$ cat src/rtl/pc_redirect_pkg.sv
// Shared types and constants for the fetch PC / redirect controller.
package pc_redirect_pkg;

  localparam int unsigned PC_W = 16;

  localparam logic [PC_W-1:0] RESET_PC_DEFAULT = 16'h0000;

  // Instruction size in bytes; sequential fetch advances by this much.
  localparam logic [PC_W-1:0] INSN_ALIGN = 16'd2;

  typedef enum logic [1:0] {
    StRun,
    StPend,
    StHalt
  } state_e;

endpackage

$ cat src/rtl/pc_redirect_if.sv
// EX-side decision inputs and fetch-side outputs of the PC redirect controller.
interface pc_redirect_if #(
  parameter int unsigned CNT_W = 16
);
  import pc_redirect_pkg::*;

  logic            stall;
  logic            ex_valid;
  logic            ex_taken;
  logic [PC_W-1:0] ex_target;
  logic            ex_halt;
  logic [PC_W-1:0] pc;
  logic [PC_W-1:0] pc_plus2;
  logic            fetch_valid;
  logic            flush;
  logic            misalign_err;
  logic [CNT_W-1:0] redirect_cnt;

  // Pipeline/hazard side: drives the EX decision, observes fetch state.
  modport master (
    output stall, ex_valid, ex_taken, ex_target, ex_halt,
    input  pc, pc_plus2, fetch_valid, flush, misalign_err, redirect_cnt
  );

  // Redirect controller side.
  modport slave (
    input  stall, ex_valid, ex_taken, ex_target, ex_halt,
    output pc, pc_plus2, fetch_valid, flush, misalign_err, redirect_cnt
  );

endinterface

$ cat src/rtl/pc_redirect_sat_cnt.sv
// Saturating up-counter with asynchronous active-low clear.
module pc_redirect_sat_cnt #(
  parameter int unsigned CNT_W = 16
) (
  input  logic             clk,
  input  logic             rst_n,
  input  logic             inc,
  output logic [CNT_W-1:0] cnt
);

  logic [CNT_W-1:0] cnt_q;

  // Count up on inc, sticking at all-ones.
  always_ff @(posedge clk or negedge rst_n) begin
    if (!rst_n) begin
      cnt_q <= '0;
    end else if (inc && (cnt_q != '1)) begin
      cnt_q <= cnt_q + CNT_W'(1);
    end
  end

  assign cnt = cnt_q;

endmodule

$ cat src/rtl/pc_redirect.sv
// Fetch PC owner: sequential advance, taken-branch redirect with flush,
// redirect held across stalls, freeze on HALT or misaligned target.
module pc_redirect
  import pc_redirect_pkg::*;
#(
  parameter logic [PC_W-1:0] RESET_PC = RESET_PC_DEFAULT,
  parameter int unsigned     CNT_W    = 16
) (
  input logic          clk,
  input logic          rst_n,
  pc_redirect_if.slave bus
);

  state_e          state_q, state_d;
  logic [PC_W-1:0] pc_q, pc_d;
  logic [PC_W-1:0] pend_q, pend_d;
  logic            misalign_q, misalign_d;
  logic            fire;
  logic            take, hlt, bad;

  assign take = bus.ex_valid & bus.ex_taken;
  assign hlt  = bus.ex_valid & bus.ex_halt;
  assign bad  = take & bus.ex_target[0];

  // State, PC, pending target and sticky error registers.
  always_ff @(posedge clk or negedge rst_n) begin
    if (!rst_n) begin
      state_q    <= StRun;
      pc_q       <= RESET_PC;
      pend_q     <= '0;
      misalign_q <= 1'b0;
    end else begin
      state_q    <= state_d;
      pc_q       <= pc_d;
      pend_q     <= pend_d;
      misalign_q <= misalign_d;
    end
  end

  // Next-state and next-PC selection; fire marks the cycle a redirect lands.
  always_comb begin
    state_d    = state_q;
    pc_d       = pc_q;
    pend_d     = pend_q;
    misalign_d = misalign_q;
    fire       = 1'b0;
    unique case (state_q)
      StRun: begin
        if (hlt) begin
          // Halt outranks a same-cycle taken branch.
          state_d = StHalt;
        end else if (bad) begin
          misalign_d = 1'b1;
          state_d    = StHalt;
        end else if (take) begin
          if (bus.stall) begin
            pend_d  = bus.ex_target;
            state_d = StPend;
          end else begin
            fire = 1'b1;
            pc_d = bus.ex_target;
          end
        end else if (!bus.stall) begin
          pc_d = pc_q + INSN_ALIGN;
        end
      end
      StPend: begin
        // EX re-presents the same instruction while stalled; ignore it.
        if (!bus.stall) begin
          fire    = 1'b1;
          pc_d    = pend_q;
          state_d = StRun;
        end
      end
      StHalt: begin
        // Frozen until reset.
      end
      default: begin
        state_d = StRun;
      end
    endcase
  end

  pc_redirect_sat_cnt #(
    .CNT_W (CNT_W)
  ) u_redirect_cnt (
    .clk   (clk),
    .rst_n (rst_n),
    .inc   (fire),
    .cnt   (bus.redirect_cnt)
  );

  assign bus.pc           = pc_q;
  assign bus.pc_plus2     = pc_q + INSN_ALIGN;
  assign bus.fetch_valid  = (state_q != StHalt);
  assign bus.flush        = fire;
  assign bus.misalign_err = misalign_q;

endmodule

$ cat src/flat_wrapper.sv
// flat-port wrapper written by rule: the top's interface ports become plain ports
module pc_redirect_flat import pc_redirect_pkg::*;
#(
  parameter logic [PC_W-1:0] RESET_PC = RESET_PC_DEFAULT,
  parameter int unsigned     CNT_W    = 16
)
  (clk, rst_n, bus_stall, bus_ex_valid, bus_ex_taken, bus_ex_target, bus_ex_halt, bus_pc, bus_pc_plus2, bus_fetch_valid, bus_flush, bus_misalign_err, bus_redirect_cnt);
  pc_redirect_if #(.CNT_W(CNT_W)) bus_i ();
  input logic clk;
  input logic rst_n;
  input wire logic [$bits(bus_i.stall)-1:0] bus_stall;
  input wire logic [$bits(bus_i.ex_valid)-1:0] bus_ex_valid;
  input wire logic [$bits(bus_i.ex_taken)-1:0] bus_ex_taken;
  input wire logic [$bits(bus_i.ex_target)-1:0] bus_ex_target;
  input wire logic [$bits(bus_i.ex_halt)-1:0] bus_ex_halt;
  output wire logic [$bits(bus_i.pc)-1:0] bus_pc;
  output wire logic [$bits(bus_i.pc_plus2)-1:0] bus_pc_plus2;
  output wire logic [$bits(bus_i.fetch_valid)-1:0] bus_fetch_valid;
  output wire logic [$bits(bus_i.flush)-1:0] bus_flush;
  output wire logic [$bits(bus_i.misalign_err)-1:0] bus_misalign_err;
  output wire logic [$bits(bus_i.redirect_cnt)-1:0] bus_redirect_cnt;
  assign bus_i.stall = bus_stall;
  assign bus_i.ex_valid = bus_ex_valid;
  assign bus_i.ex_taken = bus_ex_taken;
  assign bus_i.ex_target = bus_ex_target;
  assign bus_i.ex_halt = bus_ex_halt;
  assign bus_pc = bus_i.pc;
  assign bus_pc_plus2 = bus_i.pc_plus2;
  assign bus_fetch_valid = bus_i.fetch_valid;
  assign bus_flush = bus_i.flush;
  assign bus_misalign_err = bus_i.misalign_err;
  assign bus_redirect_cnt = bus_i.redirect_cnt;
  pc_redirect #(.RESET_PC(RESET_PC), .CNT_W(CNT_W)) u_core (.clk(clk), .rst_n(rst_n), .bus(bus_i));
endmodule
$ cat config.mk
export PLATFORM = sky130hd
export DESIGN_NAME = pc_redirect_flat
export DESIGN_NICKNAME = d
export VERILOG_FILES = /design/src/rtl/pc_redirect_pkg.sv /design/src/rtl/pc_redirect_if.sv /design/src/rtl/pc_redirect_sat_cnt.sv /design/src/rtl/pc_redirect.sv /design/src/flat_wrapper.sv
export SDC_FILE = /design/constraint.sdc
export NUM_CORES = 1
export LEC_CHECK = 0
export CORE_MARGIN = 4
export CORE_UTILIZATION = 45
export CTS_CLUSTER_SIZE = 14
export DETAILED_ROUTE_END_ITERATION = 7
export GPL_TIMING_DRIVEN = 0
export PLACE_DENSITY = 0.77
export SETUP_SLACK_MARGIN = 0.3
export SLEW_MARGIN = 20
export SYNTH_ARGS = -nofsm -noshare
export SYNTH_HDL_FRONTEND = slang
export SYNTH_SLANG_ARGS = --single-unit
$ cat constraint.sdc
create_clock -name clk -period 3.5 [get_ports clk]
set_clock_uncertainty 0.2 [all_clocks]
set_input_delay 0.7 -clock clk [delete_from_list [all_inputs] [get_ports clk]]
set_output_delay 0.7 -clock clk [all_outputs]
set_load 0.02 [all_outputs]
==> report_table.html <==
<table>
<tr><th>Metric</th><th>Value</th></tr>
<tr><th colspan="2">Power</th></tr>
<tr><td>Sequential Power Share</td><td>53.9%</td></tr>
<tr><td>Internal power of the cells</td><td>between 0.8 and 0.9 mW</td></tr>
<tr><td>Worst ir drop on vdd</td><td>210.8 uV</td></tr>
<tr><td>Comb pwr share</td><td>14.9%</td></tr>
<tr><td>Power density relative to cell area</td><td>289.7 nW/um2</td></tr>
<tr><td>Net switching component of the power</td><td>0.2959 mW</td></tr>
<tr><td>Switching share of power</td><td>26.24%</td></tr>
<tr><td>Part of the total power dissipated in the clock network</td><td>31.2%</td></tr>
<tr><td>P_leak</td><td>1.742 nW</td></tr>
<tr><th colspan="2">Worst hold path</th></tr>
<tr><td>HP Class</td><td>in -&gt; async</td></tr>
<tr><th colspan="2">STA</th></tr>
<tr><td>Slew @ Worst Pin</td><td>0.6729 ns</td></tr>
<tr><td>Setup total negative slack</td><td>0 ns</td></tr>
<tr><td>Max Transition Viols Final</td><td>0</td></tr>
<tr><td>Setup repair after global routing missed its margin</td><td>yes</td></tr>
<tr><td>Worst hold slack</td><td>0.2052 ns</td></tr>
<tr><td>Worst slew slack as a fraction of its limit</td><td>54.83%</td></tr>
<tr><td>Shortest clock period the worst path allows after layout</td><td>3.137 ns</td></tr>
<tr><td>Post-route clock period utilization</td><td>89.64%</td></tr>
<tr><td>Final count of hold timing violations</td><td>0</td></tr>
<tr><td>Peak Freq</td><td>approximately 0.32 GHz</td></tr>
<tr><td>Setup-violating endpoint count in the final report</td><td>0</td></tr>
<tr><th colspan="2">Job</th></tr>
<tr><td>Number of maximum-capacitance constraint violations</td><td>0</td></tr>
<tr><th colspan="2">Synthesis</th></tr>
<tr><td>Number of warnings issued by yosys</td><td>0</td></tr>
<tr><td>Flip-flop cell with the highest count after synthesis</td><td>sky130_fd_sc_hd__dfrtp_1</td></tr>
<tr><td>Sequential cell area fraction in the yosys report</td><td>44.46%</td></tr>
<tr><td>Number of enable flip-flop cells after synthesis</td><td>0</td></tr>
<tr><td>Library cell with the highest instance count after synthesis</td><td>sky130_fd_sc_hd__dfrtp_1</td></tr>
<tr><td>Avg Cell Area, Syn</td><td>roughly 9.8 um2</td></tr>
<tr><td>Area share of the leading cell type in the synthesized netlist</td><td>44.46%</td></tr>
<tr><td>Synth top area cells</td><td>sky130_fd_sc_hd__dfrtp_1, sky130_fd_sc_hd__mux2_2, sky130_fd_sc_hd__xor2_1, sky130_fd_sc_hd__nand2_1, sky130_fd_sc_hd__nor3_1</td></tr>
<tr><td>Post-synthesis cell type count</td><td>55</td></tr>
<tr><td>Number of nets in the synthesized netlist</td><td>roughly 320</td></tr>
<tr><td>FFs w/ async S/R, synth</td><td>100.0%</td></tr>
<tr><td>Combined area of all synthesized cells</td><td>~2900 um2</td></tr>
<tr><td>Leading post-synthesis cells by instance count</td><td>sky130_fd_sc_hd__dfrtp_1, sky130_fd_sc_hd__nand2_1, sky130_fd_sc_hd__mux2_2, sky130_fd_sc_hd__nor2_1, sky130_fd_sc_hd__nor3_1</td></tr>
<tr><td>Count of mapped cells out of synthesis</td><td>roughly 290</td></tr>
<tr><td>Largest area contributor in the netlist</td><td>sky130_fd_sc_hd__dfrtp_1</td></tr>
<tr><td>Post-synthesis register bit count</td><td>51</td></tr>
<tr><th colspan="2">Die</th></tr>
<tr><td>Total core area</td><td>6061 um2</td></tr>
<tr><td>Height of the die</td><td>87.87 um</td></tr>
<tr><td>Die Wd</td><td>87.87 um</td></tr>
<tr><td>Overall die area</td><td>approximately 7700 um2</td></tr>
<tr><td>Starting density of the core</td><td>47.36%</td></tr>
<tr><td>Standard-cell rows</td><td>28</td></tr>
<tr><td>Boundary Pins</td><td>between 70 and 80</td></tr>
<tr><th colspan="2">Place</th></tr>
<tr><td>Count of port buffers added during placement</td><td>72</td></tr>
<tr><td>Half-perimeter wire length after detailed placement</td><td>roughly 5600 um</td></tr>
<tr><td>Last weighted congestion value of the routability-driven placer</td><td>roughly 0.83</td></tr>
<tr><th colspan="2">Global routing</th></tr>
<tr><td>Initial antenna violation count</td><td>0</td></tr>
<tr><td>GRT Overall Usage</td><td>21.56%</td></tr>
<tr><td>Grt ovf</td><td>0</td></tr>
<tr><td>First-pass GRT wire length</td><td>13050 um</td></tr>
<tr><td>Number of global-route vias before repair</td><td>2648</td></tr>
<tr><td>Pin count of the biggest net entering global routing</td><td>52</td></tr>
<tr><th colspan="2">Status</th></tr>
<tr><td>Result of the run</td><td>completed</td></tr>
<tr><th colspan="2">Setup path</th></tr>
<tr><td>Crit path arrival time</td><td>2.24 ns</td></tr>
<tr><td>CP Capture Type</td><td>output port</td></tr>
<tr><td>Crit path kind</td><td>reg -&gt; out</td></tr>
<tr><td>Required time reported for the critical path endpoint</td><td>2.60 ns</td></tr>
<tr><td>Max Fanout on Critical Path</td><td>7</td></tr>
<tr><td>Startpoint kind of the worst setup timing path</td><td>flop</td></tr>
<tr><th colspan="2">Routing</th></tr>
<tr><td>Detailed-route via count</td><td>2666</td></tr>
<tr><td>Number of optimization iterations in the first detailed-route pass</td><td>5</td></tr>
<tr><td>Number of routed nets with antenna violations</td><td>0</td></tr>
<tr><td>Drt total wl</td><td>between 7000 and 8000 um</td></tr>
<tr><td>Via count normalized by instance count</td><td>5.898</td></tr>
<tr><td>Routed WL per cell</td><td>17.37 um</td></tr>
<tr><td>Violation count after the first detailed-route iteration</td><td>135</td></tr>
<tr><td>DRC</td><td>0</td></tr>
<tr><th colspan="2">Clock tree</th></tr>
<tr><td>Maximum clock path buffer count</td><td>2</td></tr>
<tr><td>Clk pin slew, worst setup/hold paths</td><td>about 0.090 ns</td></tr>
<tr><td>Deepest level of the CTS H-tree</td><td>2</td></tr>
<tr><td>Clock net sink count</td><td>51</td></tr>
<tr><td>Clock root buffer</td><td>sky130_fd_sc_hd__clkbuf_8</td></tr>
<tr><td>Count of hold buffers inserted by post-cts repair</td><td>0</td></tr>
<tr><td>Insertion delay of the later-clocked pin in the worst-skew pair</td><td>0.31 ns</td></tr>
<tr><td>TritonCTS clock tree</td><td>yes</td></tr>
<tr><td>Num CTS Buffers</td><td>5</td></tr>
<tr><th colspan="2">Finish</th></tr>
<tr><td>Fin nets</td><td>between 400 and 500</td></tr>
<tr><td>Antenna diode count</td><td>0</td></tr>
<tr><td>Fill cell count</td><td>507</td></tr>
<tr><td>Fraction of layout instances using a drive strength above 1</td><td>17.51%</td></tr>
<tr><td>Layout overhead on the synthesized area</td><td>35.66%</td></tr>
</table>
==> worst paths after layout <==
path | start | endpoint | slack (ns) | depth (start not counted)
worst max-delay path | u_core.bus.pc[1] | bus_pc_plus2[9] | 0.36 | 5
worst min-delay path | rst_n | u_core.bus.pc[14] | 0.21 | 1
worst max register to register | u_core.state_q[1] | u_core.bus.pc[12] | 1.28 | 5
worst min register to register | u_core.bus.misalign_err | u_core.bus.misalign_err | 0.28 | 1
max in group asynchronous | rst_n | u_core.bus.pc[8] | 2.42 | 1
min in group clk | u_core.bus.misalign_err | u_core.bus.misalign_err | 0.28 | 1
==> flip-flops by register name, indices dropped and copies added (netlist names) <==
| name | count |
|---|---|
| u_core.pend_q | 16 |
| u_core.u_redirect_cnt.cnt | 16 |
| u_core.bus.pc | 16 |
| u_core.state_q | 2 |
| u_core.bus.misalign_err | 1 |
==> repair_timing <==
| action | in CTS | in global routing |
|---|---|---|
| pin swaps | 1 | 0 |
| buffers inserted | 4 | 0 |
| endpoints found under the setup margin | 9 | 6 |
| gates resized for setup | 15 | 8 |
==> cell type report <==
cell class              instances  area (um2)  share of cell area [%]
multi-input cells             220        1577                   40.49
plain buffers                  14       70.07                   1.799
repair buffers                 76       754.5                   19.38
inverters                       9       33.78                  0.8676
flip-flops and latches         51        1277                   32.81
clock inverters                 1       5.005                  0.1285
well taps                      75       93.84                   2.410
clock buffers                   6       82.58                   2.121
==> cell usage in the layout, fill, tap and decap left out, types with 6 or more instances in the layout <==
master	count
sky130_fd_sc_hd__a21oi_1	15
sky130_fd_sc_hd__buf_2	7
sky130_fd_sc_hd__buf_4	6
sky130_fd_sc_hd__clkbuf_8	6
sky130_fd_sc_hd__clkdlybuf4s50_1	67
sky130_fd_sc_hd__dfrtp_1	50
sky130_fd_sc_hd__inv_1	9
sky130_fd_sc_hd__mux2_2	18
sky130_fd_sc_hd__nand2_1	25
sky130_fd_sc_hd__nand3_1	8
sky130_fd_sc_hd__nand4_1	6
sky130_fd_sc_hd__nor2_1	16
sky130_fd_sc_hd__nor3_1	14
sky130_fd_sc_hd__o21ai_0	11
sky130_fd_sc_hd__xnor2_1	9
sky130_fd_sc_hd__xor2_1	12
==> cells by family (layout without fill, tap and decap cells) <==
logic type,after synthesis,in the layout,share of synthesized area (%)
and+or+nand+nor,109,109,20.58
muxes,19,19,7.410
adders and majority gates,2,2,0.8717
buffers and inverters,23,106,3.531
DFF,51,51,44.46
xor gates and xnor gates,21,21,6.408
AOI/OAI and AO/OA,69,69,16.74
==> metrics by stage <==
stage          area [um2]  power [mW]  utilization, %  std cells  worst slack [ns]
3_5_place_dp         3682      0.7821           60.76        441          -0.06651
4_1_cts              3876       1.134           63.96        452            0.1616
2_1_floorplan        2870      0.6895               -        294            0.8393
6_report             3894       1.128           64.24        452            0.3626
3_3_place_gp         3685      0.7807           60.80        441          -0.04277
5_1_grt              3894       1.171           64.24        452            0.2266
==> metal layers <==
metal | global-route usage (%) | part of all wire (%)
met5 | 0 | 0
met4 | 6.695 | 1.2
met3 | 4.516 | 7.9
met2 | 34.66 | 47
met1 | 29.26 | 44
==> power groups by stage <==
stage	combinational, mW	clock (mW)	sequential (mW)
2_1_floorplan	0.0604	0	0.629
3_3_place_gp	0.161	0	0.620
3_5_place_dp	0.162	0	0.620
4_1_cts	0.168	0.357	0.608
5_1_grt	0.182	0.379	0.610
6_report	0.168	0.351	0.609
==> worst max-delay path: stages, from the launching register on <==
cell and delay [ns]:
sky130_fd_sc_hd__dfrtp_1 0.37, sky130_fd_sc_hd__ha_2 0.24, sky130_fd_sc_hd__nand3_2 0.19, sky130_fd_sc_hd__o31a_1 0.30, sky130_fd_sc_hd__or2_2 0.29, sky130_fd_sc_hd__clkdlybuf4s50_1 0.53
No activity file was read; power rests on OpenSTA's default activity.
